File: config.mk
export PLATFORM = sky130hd
export DESIGN_NAME = syscall_print_ctrl
export DESIGN_NICKNAME = d
export VERILOG_FILES = /design/src/rtl/syscall_print_ctrl.sv
export SDC_FILE = /design/constraint.sdc
export NUM_CORES = 1
export LEC_CHECK = 0
export BUFFER_PORTS_ARGS = -buffer_cell sky130_fd_sc_hd__buf_2
export CAP_MARGIN = 40
export CORE_MARGIN = 3
export CORE_UTILIZATION = 43
export CTS_CLUSTER_DIAMETER = 50
export DETAILED_ROUTE_END_ITERATION = 10
export GPL_TIMING_DRIVEN = 0
export PLACE_DENSITY_LB_ADDON = 0.15
export SYNTH_ARGS = -nofsm -noshare
export SYNTH_HDL_FRONTEND = slang
export SYNTH_SLANG_ARGS = --single-unit
File: constraint.sdc
create_clock -name clk -period 3.4 [get_ports clk]
set_input_delay 0.85 -clock clk [delete_from_list [all_inputs] [get_ports clk]]
set_output_delay 0.85 -clock clk [all_outputs]
set_load 0.01 [all_outputs]
File: src/rtl/syscall_print_ctrl.sv
// syscall_print_ctrl: print-string syscall sequencer.
// Walks a NUL-terminated string in memory starting at str_addr. Each word is
// fetched once over a req/ack port, and one character is emitted per
// valid/ready handshake. busy stalls the pipeline until done pulses. A string
// that reaches MAX_LEN characters is cut short, and overflow pulses with done.
module syscall_print_ctrl #(
  parameter int MAX_LEN = 256,
  parameter int CNT_W   = 9
) (
  input  logic        clk,
  input  logic        rst_n,
  input  logic        start,
  input  logic [31:0] str_addr,
  output logic        mem_req,
  output logic [31:0] mem_addr,
  input  logic        mem_ack,
  input  logic [31:0] mem_rdata,
  output logic        char_valid,
  output logic [7:0]  char_data,
  input  logic        char_ready,
  output logic        busy,
  output logic        done,
  output logic        overflow
);

  localparam logic [1:0] ST_IDLE  = 2'd0;
  localparam logic [1:0] ST_FETCH = 2'd1;
  localparam logic [1:0] ST_EMIT  = 2'd2;
  localparam logic [1:0] ST_DONE  = 2'd3;

  localparam logic [CNT_W-1:0] MAX_CNT = CNT_W'(MAX_LEN);

  logic [1:0]       state_q, state_d;
  logic [31:0]      addr_q, addr_d;
  logic [31:0]      word_q, word_d;
  logic [CNT_W-1:0] cnt_q, cnt_d;
  logic             ovf_q, ovf_d;
  logic [7:0]       sel_s;
  logic [31:0]      addr_inc_s;
  logic             emit_ok_s;

  // Little-endian byte lane select: offset 0 is bits [7:0].
  function automatic logic [7:0] pick_byte(input logic [31:0] w, input logic [1:0] off);
    logic [7:0] b;
    case (off)
      2'd0:    b = w[7:0];
      2'd1:    b = w[15:8];
      2'd2:    b = w[23:16];
      2'd3:    b = w[31:24];
      default: b = 8'h00;
    endcase
    return b;
  endfunction

  // Current byte, next address and whether the current byte may be emitted.
  always_comb begin
    sel_s      = pick_byte(word_q, addr_q[1:0]);
    addr_inc_s = addr_q + 32'd1;
    emit_ok_s  = (sel_s != 8'h00) && (cnt_q != MAX_CNT);
  end

  // Next-state logic for the string walk.
  always_comb begin
    state_d = state_q;
    addr_d  = addr_q;
    word_d  = word_q;
    cnt_d   = cnt_q;
    ovf_d   = ovf_q;
    case (state_q)
      ST_IDLE: begin
        if (start) begin
          addr_d  = str_addr;
          cnt_d   = '0;
          ovf_d   = 1'b0;
          state_d = ST_FETCH;
        end else begin
          state_d = ST_IDLE;
        end
      end
      ST_FETCH: begin
        if (mem_ack) begin
          word_d  = mem_rdata;
          state_d = ST_EMIT;
        end else begin
          state_d = ST_FETCH;
        end
      end
      ST_EMIT: begin
        if (sel_s == 8'h00) begin
          state_d = ST_DONE;
        end else if (cnt_q == MAX_CNT) begin
          // Non-NUL byte past the limit: the string is truncated here.
          ovf_d   = 1'b1;
          state_d = ST_DONE;
        end else if (char_ready) begin
          addr_d = addr_inc_s;
          cnt_d  = cnt_q + CNT_W'(1);
          if (addr_inc_s[1:0] == 2'b00) begin
            state_d = ST_FETCH;
          end else begin
            state_d = ST_EMIT;
          end
        end else begin
          state_d = ST_EMIT;
        end
      end
      ST_DONE: begin
        state_d = ST_IDLE;
      end
      default: begin
        state_d = ST_IDLE;
      end
    endcase
  end

  // Outputs decode only registered state, so they carry no input-to-output path.
  always_comb begin
    mem_req    = (state_q == ST_FETCH);
    mem_addr   = {addr_q[31:2], 2'b00};
    char_valid = (state_q == ST_EMIT) && emit_ok_s;
    if ((state_q == ST_EMIT) && emit_ok_s) begin
      char_data = sel_s;
    end else begin
      char_data = 8'h00;
    end
    busy     = (state_q != ST_IDLE);
    done     = (state_q == ST_DONE);
    overflow = (state_q == ST_DONE) && ovf_q;
  end

  // State registers, cleared asynchronously.
  always_ff @(posedge clk or negedge rst_n) begin
    if (!rst_n) begin
      state_q <= ST_IDLE;
      addr_q  <= 32'h0000_0000;
      word_q  <= 32'h0000_0000;
      cnt_q   <= '0;
      ovf_q   <= 1'b0;
    end else begin
      state_q <= state_d;
      addr_q  <= addr_d;
      word_q  <= word_d;
      cnt_q   <= cnt_d;
      ovf_q   <= ovf_d;
    end
  end

endmodule
== Yosys cells after proc, flatten, opt, wreduce, memory -nomap -nowiden ==
Index checks and enable logic that the tools add are counted.

* Bits of input ports: 69
* Flip-flop bits (word level): 76
* Output and inout port bits: 45
* Logic and storage cells: 56

* Reductions and logical operators: 13
* Mux-type cells: 23
* Add/sub/neg operators: 2
* Eq/ne operators: 13

{| class="wikitable"
|+ Operators by type and width
! kind !! number
|-
| two-way mux 32 bit || 4
|-
| case mux 32 bit (2 select lines) || 1
|-
| two-way mux 9 bit || 4
|-
| adder 32 x 1 -> 32 bit (second input constant) || 1
|-
| case mux 8 bit (4 select lines) || 1
|-
| case mux 9 bit (2 select lines) || 1
|-
| two-way mux 2 bit || 5
|-
| inequality test 2 bit (second input constant) || 5
|-
| adder 9 x 1 -> 9 bit (second input constant) || 1
|-
| == test 9 bit (second input constant) || 1
|-
| inequality test 9 bit (second input constant) || 1
|-
| == test 2 bit (second input constant) || 4
|-
| zero test 8 bit || 1
|-
| two-way mux 8 bit || 1
|-
| case mux 2 bit (4 select lines) || 1
|-
| nonzero test 8 bit || 1
|-
| zero test 2 bit || 3
|-
| AND reduction 5 bit || 1
|-
| == test 2 x 1 -> 1 bit (second input constant) || 2
|-
| two-way mux 1 bit || 4
|-
| AND reduction 4 bit || 1
|-
| nonzero test 2 bit || 2
|-
| logical AND 1 bit || 3
|-
| case mux 1 bit (2 select lines) || 1
|-
| AND reduction 2 bit || 1
|}

== Depth between registers and ports, before layout ==
Gate-level depths: netlist (run 1).

* Depth after elaboration: 7
* Gate-level depth with buffers: 11
* Depth with buffers taken out: 8

== Worst setup path after synthesis (run 1) ==
OpenSTA, ideal clock, no wires.

* Path type: register -> output
* Start point: reg addr_q[0]
* End point: out char_data[0]
* Stages on the path, launching flop included: 10
* Slack: 387 ps
* Data required time: 2550 ps
* Arrival time: 2163 ps
* Path through: dfrtp_1 inv_1 ha_1 buf_2 a222oi_1 mux2i_1 nor4_4 a21oi_1 clkbuf_1 and3_1

* Word-level cells in the longest chain between the ends: 6
* Elaborated cells between the ends (all ways): 9

{| class="wikitable"
|+ Ends and longest elaborated chain
! item !! RTL line !! source
|-
| start: declaration || 34 || <nowiki>logic [31:0] addr_q, addr_d;</nowiki>
|-
| start signal: assignment || 141 || <nowiki>addr_q <= addr_d;</nowiki>
|-
| == test 2 bit (tied with other cells) || 45 || <nowiki>case (off)</nowiki>
|-
| case mux 8 bit (4 select lines) (*) || 45 ||
|-
| nonzero test 8 bit || 59 || <nowiki>emit_ok_s = (sel_s != 8'h00) && (cnt_q != MAX_CNT);</nowiki>
|-
| logical AND 1 bit || 59 ||
|-
| logical AND 1 bit || 121 || <nowiki>if ((state_q == ST_EMIT) && emit_ok_s) begin</nowiki>
|-
| two-way mux 8 bit (*) || 121 ||
|-
| end: declaration || 19 || <nowiki>output logic [7:0] char_data,</nowiki>
|}

Mark *: on every way between the ends. The rest lies on a longest branch, timed or not.

== Final worst setup path (run 1) ==
* Start point: reg addr_q[1]
* End point: out char_data[2]

Same word-level chain as after synthesis.

==> flow_metrics.tcl, run 1 <==
set metrics [dict create \
    synth-seq-cells 76 \
    fmax_mhz 287 \
    final_cell_mix "buf_2 (104), dfrtp_1 (74), buf_4 (46), mux2_2 (32), nor2_1 (31)" \
    wl_per_cell_um 18.2 \
    skew_ns 0.0165 \
    ant_nets 0 \
    crit_top_cell "buf_6" \
    slowest_delay_ns 0.47 \
    finalPower_mw 5.35 \
    initial_utilization_pct 45.4 \
    synth_flop_cell "dfrtp_1" \
    syn-instance-count 465 \
    yosysSeqAreaShare_pct 41.7 \
    hold_class "in -> async" \
    cp.required_ns 2.55 \
    cts_made_buffers 9 \
    nNetsFinal 674 \
    cap_viol_max_count 0 \
    cpMaxStageDelayCell "dfrtp_2" \
    synth_area_sq_um 4560 \
    dieArea_sq_um 11900 \
    fin_crit_ns 3.48 \
    grt_max_degree 43 \
    rsz0062_at_grt "true" \
    status "complete, but fails checks" \
    ys_warn_count 0 \
    clock_sinks 76 \
    power.density_nw_per_um2 917 \
    clock_path_buffers 2 \
    post-route-drc-count 2 \
    start_kind "flip-flop" \
    rows 36 \
    clk_pin_slew_worst_paths_ns 0.09 \
    vdd_drop_max_v 0.000377 \
    drv_slew 0 \
    worst_slack_ns -0.0793 \
    dieHeight_um 109 \
    dp_slack_ns -0.216 \
    setup_violations 9 \
    cts_tree "yes" \
    crit_family "simple AND/OR/NAND/NOR gates" \
    drive_above_1_share_pct 41.4 \
    worst-path-buf-inv 3 \
    cts-hold-fix-buffers 0 \
    worstMarginPinSlew_ns 0.718 \
    dr.first_iter.drc_count 295 \
    die_x_um 109 \
    grt_pass1_vias 4209 \
    synth_edf_count 0 \
    synth_cell_types 65 \
    final_common_cell "buf_2" \
    tns_ns -0.608 \
    finalCritPeriodShare_pct 102 \
    worst_setup_path_end_kind "primary output" \
    final_core_util_pct 58.0 \
    grt_pass1_wl_um 21200 \
    antenna_found_initial 0 \
    area_growth_pct 27.8 \
    post-dp-hpwl_um 9510 \
    gp_congestion 0.876 \
    htreeDepth 3 \
    crit_type "reg -> out" \
    violations "DRC, setup timing" \
    leakagePower_nw 2.63 \
    wirelength_um 13400 \
    clk_latency_ns 0.36 \
    crit_chain "buf_6, ha_4, a222oi_1, mux2i_1, nor4_4, a21oi_2, clkbuf_8, and3_4, buf_6" \
    port_buffers 111 \
    via_per_inst 5.63 \
    clockRootBuffer "clkbuf_8" \
    via_count 4148 \
    hold_violations 0 \
    synth_async_sr_flop_share_pct 100 \
    diodes 0 \
    num-fill-cells 922 \
    core_area_sq_um 10000 \
    slew_headroom_pct 52.1 \
    num_io_pins 114 \
    avgSynthCellArea_sq_um 9.81 \
    dr.pass1.iters 8 \
    gr-total-overflow 0 \
    grt_use_total_pct 23.3 \
    arrival_ns 2.63 \
    crit_fanout 5 \
]
==> routing by layer <==
metal / wire (um) / up-vias / share of wire [%] / GRT usage, %
li1: - / 1954 / - / -
met1: 5970 / 2010 / 44 / 32.0
met2: 6360 / 161 / 47 / 37.3
met3: 857 / 23 / 6.4 / 3.79
met4: 260 / 0 / 1.9 / 8.21
met5: 0 / - / 0 / 0
==> where the power goes <==
| group | switching (mW) | total, mW | internal [mW] |
|---|---|---|---|
| Sequential | 0.379 | 1.69 | 1.31 |
| Combinational | 1.48 | 2.85 | 1.37 |
| Clock | 0.368 | 0.808 | 0.440 |
| Total | 2.23 | 5.35 | 3.11 |
==> layout make-up <==
type | instances | area [sq um] | share of cell area, %
Timing Repair Buffer | 125 | 762 | 13.1
Buffer | 59 | 397 | 6.80
Tap cell | 133 | 166 | 2.85
Inverter | 14 | 55.1 | 0.944
Clock buffer | 10 | 138 | 2.36
Multi-Input combinational cell | 314 | 2310 | 39.7
Clock inverter | 6 | 93.8 | 1.61
Sequential cell | 76 | 1900 | 32.7
==> what timing repair did <==
action / in CTS / in global routing
buffers inserted: 12 / 0
setup endpoints to repair: 9 / 9
pin swaps: 6 / 0
resized for setup: 39 / 1
cloned: 1 / 0
==> metrics by stage <==
| stage | hold WS (ns) | cells | instance area, sq um |
|---|---|---|---|
| after floorplan | 0.456 | 466 | 4560 |
| after global placement | 0.490 | 710 | 5290 |
| after detailed placement | 0.491 | 711 | 5320 |
| after CTS | 0.459 | 737 | 5820 |
| after global routing | 0.469 | 737 | 5830 |
| final | 0.441 | 737 | 5830 |
==> cells in the mapped netlist (2+ instances only) <==
library cell	n	area (sq um)
a22oi_1	7	52.6
buf_1	3	11.3
o2bb2a_1	2	20.0
a21boi_0	2	15.0
o21ai_0	9	45.0
nor2b_1	8	50.1
and4_1	3	26.3
inv_1	14	52.6
a22o_1	2	17.5
clkbuf_1	14	52.6
a31oi_1	5	31.3
o22ai_1	4	25.0
a311oi_1	12	105
and2_1	11	68.8
nand2b_1	3	18.8
nand3_1	15	75.1
ha_1	6	75.1
nand4_1	7	43.8
buf_4	35	263
buf_6	4	45.0
nor3b_1	2	15.0
nor3_2	2	20.0
dfrtp_1	76	1900
buf_2	6	30.0
a222oi_1	2	20.0
nor4_1	4	25.0
a211oi_1	18	135
a21oi_1	25	125
nand2_1	23	86.3
o211ai_1	2	15.0
nor3_1	12	60.1
or4_1	2	15.0
mux2_2	32	360
mux2i_1	5	50.1
and3_1	23	144
nor2_1	31	116
or3_1	3	18.8
a311oi_2	2	30.0
a211o_1	3	26.3
==> cells by family (layout without fill, tap and decap cells) <==
| group | Yosys count | count (layout) | share of synthesized area [%] |
|---|---|---|---|
| XOR/XNOR | 1 | 1 | 0.192 |
| AO/OA/AOI/OAI | 108 | 108 | 17.2 |
| buffers and inverters | 76 | 214 | 9.96 |
| flip-flops | 76 | 76 | 41.7 |
| other | 1 | 2 | 0.0822 |
| AND/OR/NAND/NOR | 160 | 160 | 20.2 |
| adder cells (fa/ha/maj) | 6 | 6 | 1.65 |
| multiplexers | 37 | 37 | 9.00 |
==> sequential cells by signal, indices dropped and copies added (netlist names) <==
| register | cells |
|---|---|
| addr_q | 32 |
| cnt_q | 9 |
| ovf_q | 1 |
| state_q | 2 |
| word_q | 32 |
==> worst reg2reg max path: stages, from the launching register on <==
cell	delay, ns
dfrtp_2	0.47
inv_2	0.13
ha_4	0.18
buf_6	0.15
mux2i_1	0.39
nor4_4	0.13
buf_4	0.18
a21oi_2	0.31
clkbuf_1	0.60
nand4_1	0.18
a211oi_1	0.26
==> worst paths after layout <==
kind / start / to / slack, ns / cells after the start
max: addr_q[1] / char_data[2] / -0.08 / 9
min: rst_n / word_q[20] / 0.44 / 1
max reg2reg: addr_q[0] / addr_q[31] / 0.34 / 10
min reg2reg: word_q[17] / word_q[17] / 0.51 / 1
max in group asynchronous: rst_n / addr_q[1] / 2.36 / 2
min in group clk: word_q[17] / word_q[17] / 0.51 / 1
No activity file was read; power rests on OpenSTA's default activity.
==> run 2: changes to the inputs <==
--- a/config.mk
+++ b/config.mk
@@ -6,13 +6,13 @@
 export NUM_CORES = 1
 export LEC_CHECK = 0
 export BUFFER_PORTS_ARGS = -buffer_cell sky130_fd_sc_hd__buf_2
-export CAP_MARGIN = 40
 export CORE_MARGIN = 3
 export CORE_UTILIZATION = 43
 export CTS_CLUSTER_DIAMETER = 50
 export DETAILED_ROUTE_END_ITERATION = 10
 export GPL_TIMING_DRIVEN = 0
 export PLACE_DENSITY_LB_ADDON = 0.15
+export REMOVE_ABC_BUFFERS = 1
 export SYNTH_ARGS = -nofsm -noshare
 export SYNTH_HDL_FRONTEND = slang
 export SYNTH_SLANG_ARGS = --single-unit
==> flow_metrics.tcl, run 2 (same netlist as run 1, synthesis figures left out) <==
set metrics [dict create \
    status "completed" \
    port_buffers 111 \
    met2WireLength_um 5610 \
    arrival_ns 2.52 \
    antenna_found_initial 0 \
    grt_pass1_vias 3719 \
    clock_sinks 76 \
    worstMarginPinSlew_ns 1.33 \
    fmax_mhz 297 \
    cap_viol_max_count 0 \
    hold_violations 0 \
    drive_above_1_share_pct 38.8 \
    slowest_delay_ns 0.46 \
    worst_slack_ns 0.0288 \
    area_growth_pct 19.5 \
    placedCellCount 653 \
    reg_top3 "addr_q x32, word_q x32, cnt_q x9" \
    fin_crit_ns 3.37 \
    worst_setup_path_end_kind "primary output" \
    slew_headroom_pct 10.9 \
    grt_use_total_pct 21.3 \
    skew_ns 0.00954 \
    dieArea_sq_um 11900 \
    num_io_pins 114 \
    gp_congestion 0.772 \
    cts-hold-fix-buffers 0 \
    crit_type "reg -> out" \
    cts_made_buffers 9 \
    nNetsFinal 623 \
    final_core_util_pct 54.2 \
    drv_slew 0 \
    cp.required_ns 2.55 \
    crit_chain "buf_6, ha_4, a222oi_1, mux2i_1, nor4_4, buf_4, a21oi_4, and3_1, buf_2" \
    met1_length_um 5750 \
    diodes 0 \
    dr.first_iter.drc_count 187 \
    hold_class "in -> async" \
    clk_pin_slew_worst_paths_ns 0.08 \
    core_area_sq_um 10000 \
    vdd_drop_max_v 0.000389 \
    clock_power_share_pct 15.6 \
    clock_path_buffers 2 \
    cts_tree "yes" \
    topRoutingLayerUsed "met4" \
    final_common_cell "buf_2" \
    ant_nets 0 \
    dr.pass1.iters 5 \
    pwr-share-comb_pct 50.7 \
    start_kind "flip-flop" \
    finalCritPeriodShare_pct 99.2 \
    crit_fanout 8 \
    via_count 3844 \
    rsz0062_at_grt "true" \
    dp_slack_ns -0.486 \
    power.density_nw_per_um2 914 \
    wl_met3_um 640 \
    grt_max_degree 50 \
    clk_latency_ns 0.36 \
    cpMaxStageDelayCell "dfrtp_2" \
    leakagePower_nw 2.45 \
    rows 36 \
    final_cell_count_no_fill 685 \
    grt_pass1_wl_um 19700 \
    post-route-drc-count 0 \
    switchingPower_mw 2.09 \
    final_cell_mix "buf_2 (110), dfrtp_1 (74), mux2_2 (32), nor2_1 (31)" \
    seqPwrFrac_pct 33.7 \
    die_x_um 109 \
    clockRootBuffer "clkbuf_8" \
    switching_share_pct 41.9 \
    post-dp-hpwl_um 8210 \
    setup_violations 0 \
    wirelength_um 12200 \
    initial_utilization_pct 45.4 \
    p_int_mw 2.89 \
    htreeDepth 3 \
    via_per_inst 5.61 \
    gr-total-overflow 0 \
    wl_per_cell_um 17.8 \
    dieHeight_um 109 \
]
-- run 2: changes by cell type in the layout (fill, tap and decap cells not counted), moves of 3 or more --
cell / previous run / this run
and3_1: 15 / 20
buf_2: 104 / 110
and3_4: 8 / 3
clkbuf_1: 13 / 1
a21oi_4: 0 / 3
buf_1: 3 / 0
buf_6: 14 / 4
buf_4: 46 / 16
-- run 2: path summary, 6_finish.rpt --
| check | startpoint | to | slack, ns | depth (start not counted) |
|---|---|---|---|---|
| max | addr_q[1] | char_data[2] | 0.03 | 9 |
| min | rst_n | cnt_q[5] | 0.42 | 1 |
| max reg2reg | addr_q[0] | addr_q[19] | 0.15 | 11 |
| min reg2reg | word_q[4] | word_q[4] | 0.51 | 1 |
| max in group asynchronous | rst_n | addr_q[0] | 2.38 | 2 |
| min in group clk | word_q[4] | word_q[4] | 0.51 | 1 |
-- run 2: repair_timing --
action / in CTS / in global routing
setup endpoints to repair: 33 / 13
resized for setup: 16 / 9
hold endpoints to repair: 0 / 0
pin swaps: 3 / 6
buffers inserted: 5 / 11
cloned: 1 / 0
-- run 2: power groups by stage --
stage               combinational [mW]  sequential, mW  clock [mW]
floorplan                         1.38            1.67           0
CTS                               2.39            1.67       0.789
detailed placement                2.21            1.68           0
global placement                  2.10            1.66           0
finish                            2.53            1.68       0.776
global route                      2.77            1.75       0.836
-- run 2: worst max-delay path, delay by kind of cell (launching register included) --
family / cells / cell delay (ns)
simple gates: 2 / 0.53
buf+inv: 3 / 0.45
mux: 1 / 0.20
fa+ha+maj: 1 / 0.19
compound gates: 2 / 0.33
flops: 1 / 0.46
-- run 2: cell type report --
| cell class | count | area (sq um) |
|---|---|---|
| inverters | 14 | 52.6 |
| multi-input cells | 315 | 2340 |
| repair buffers | 132 | 771 |
| well taps | 133 | 166 |
| clock inverters | 4 | 73.8 |
| flip-flops and latches | 76 | 1900 |
| fillers | 968 | 4600 |
| clock buffers | 11 | 141 |
-- run 2: metrics by stage --
stage	hold slack, ns	area, sq um	TNS (ns)	power [mW]
final	0.420	5450	0	4.98
after floorplan	0.456	4160	0	3.06
after detailed placement	0.493	4990	-7.56	3.89
after CTS	0.432	5330	0	4.85
after global placement	0.489	4880	-42.91	3.76
after global routing	0.448	5450	-0.553	5.36
-- run 2: layer usage --
metal / vias to the layer above / track usage (%)
met3: 15 / 3.91
met4: 0 / 7.57
met2: 100 / 32.2
met1: 1885 / 30.5
li1: 1844 / -
met5: - / 0
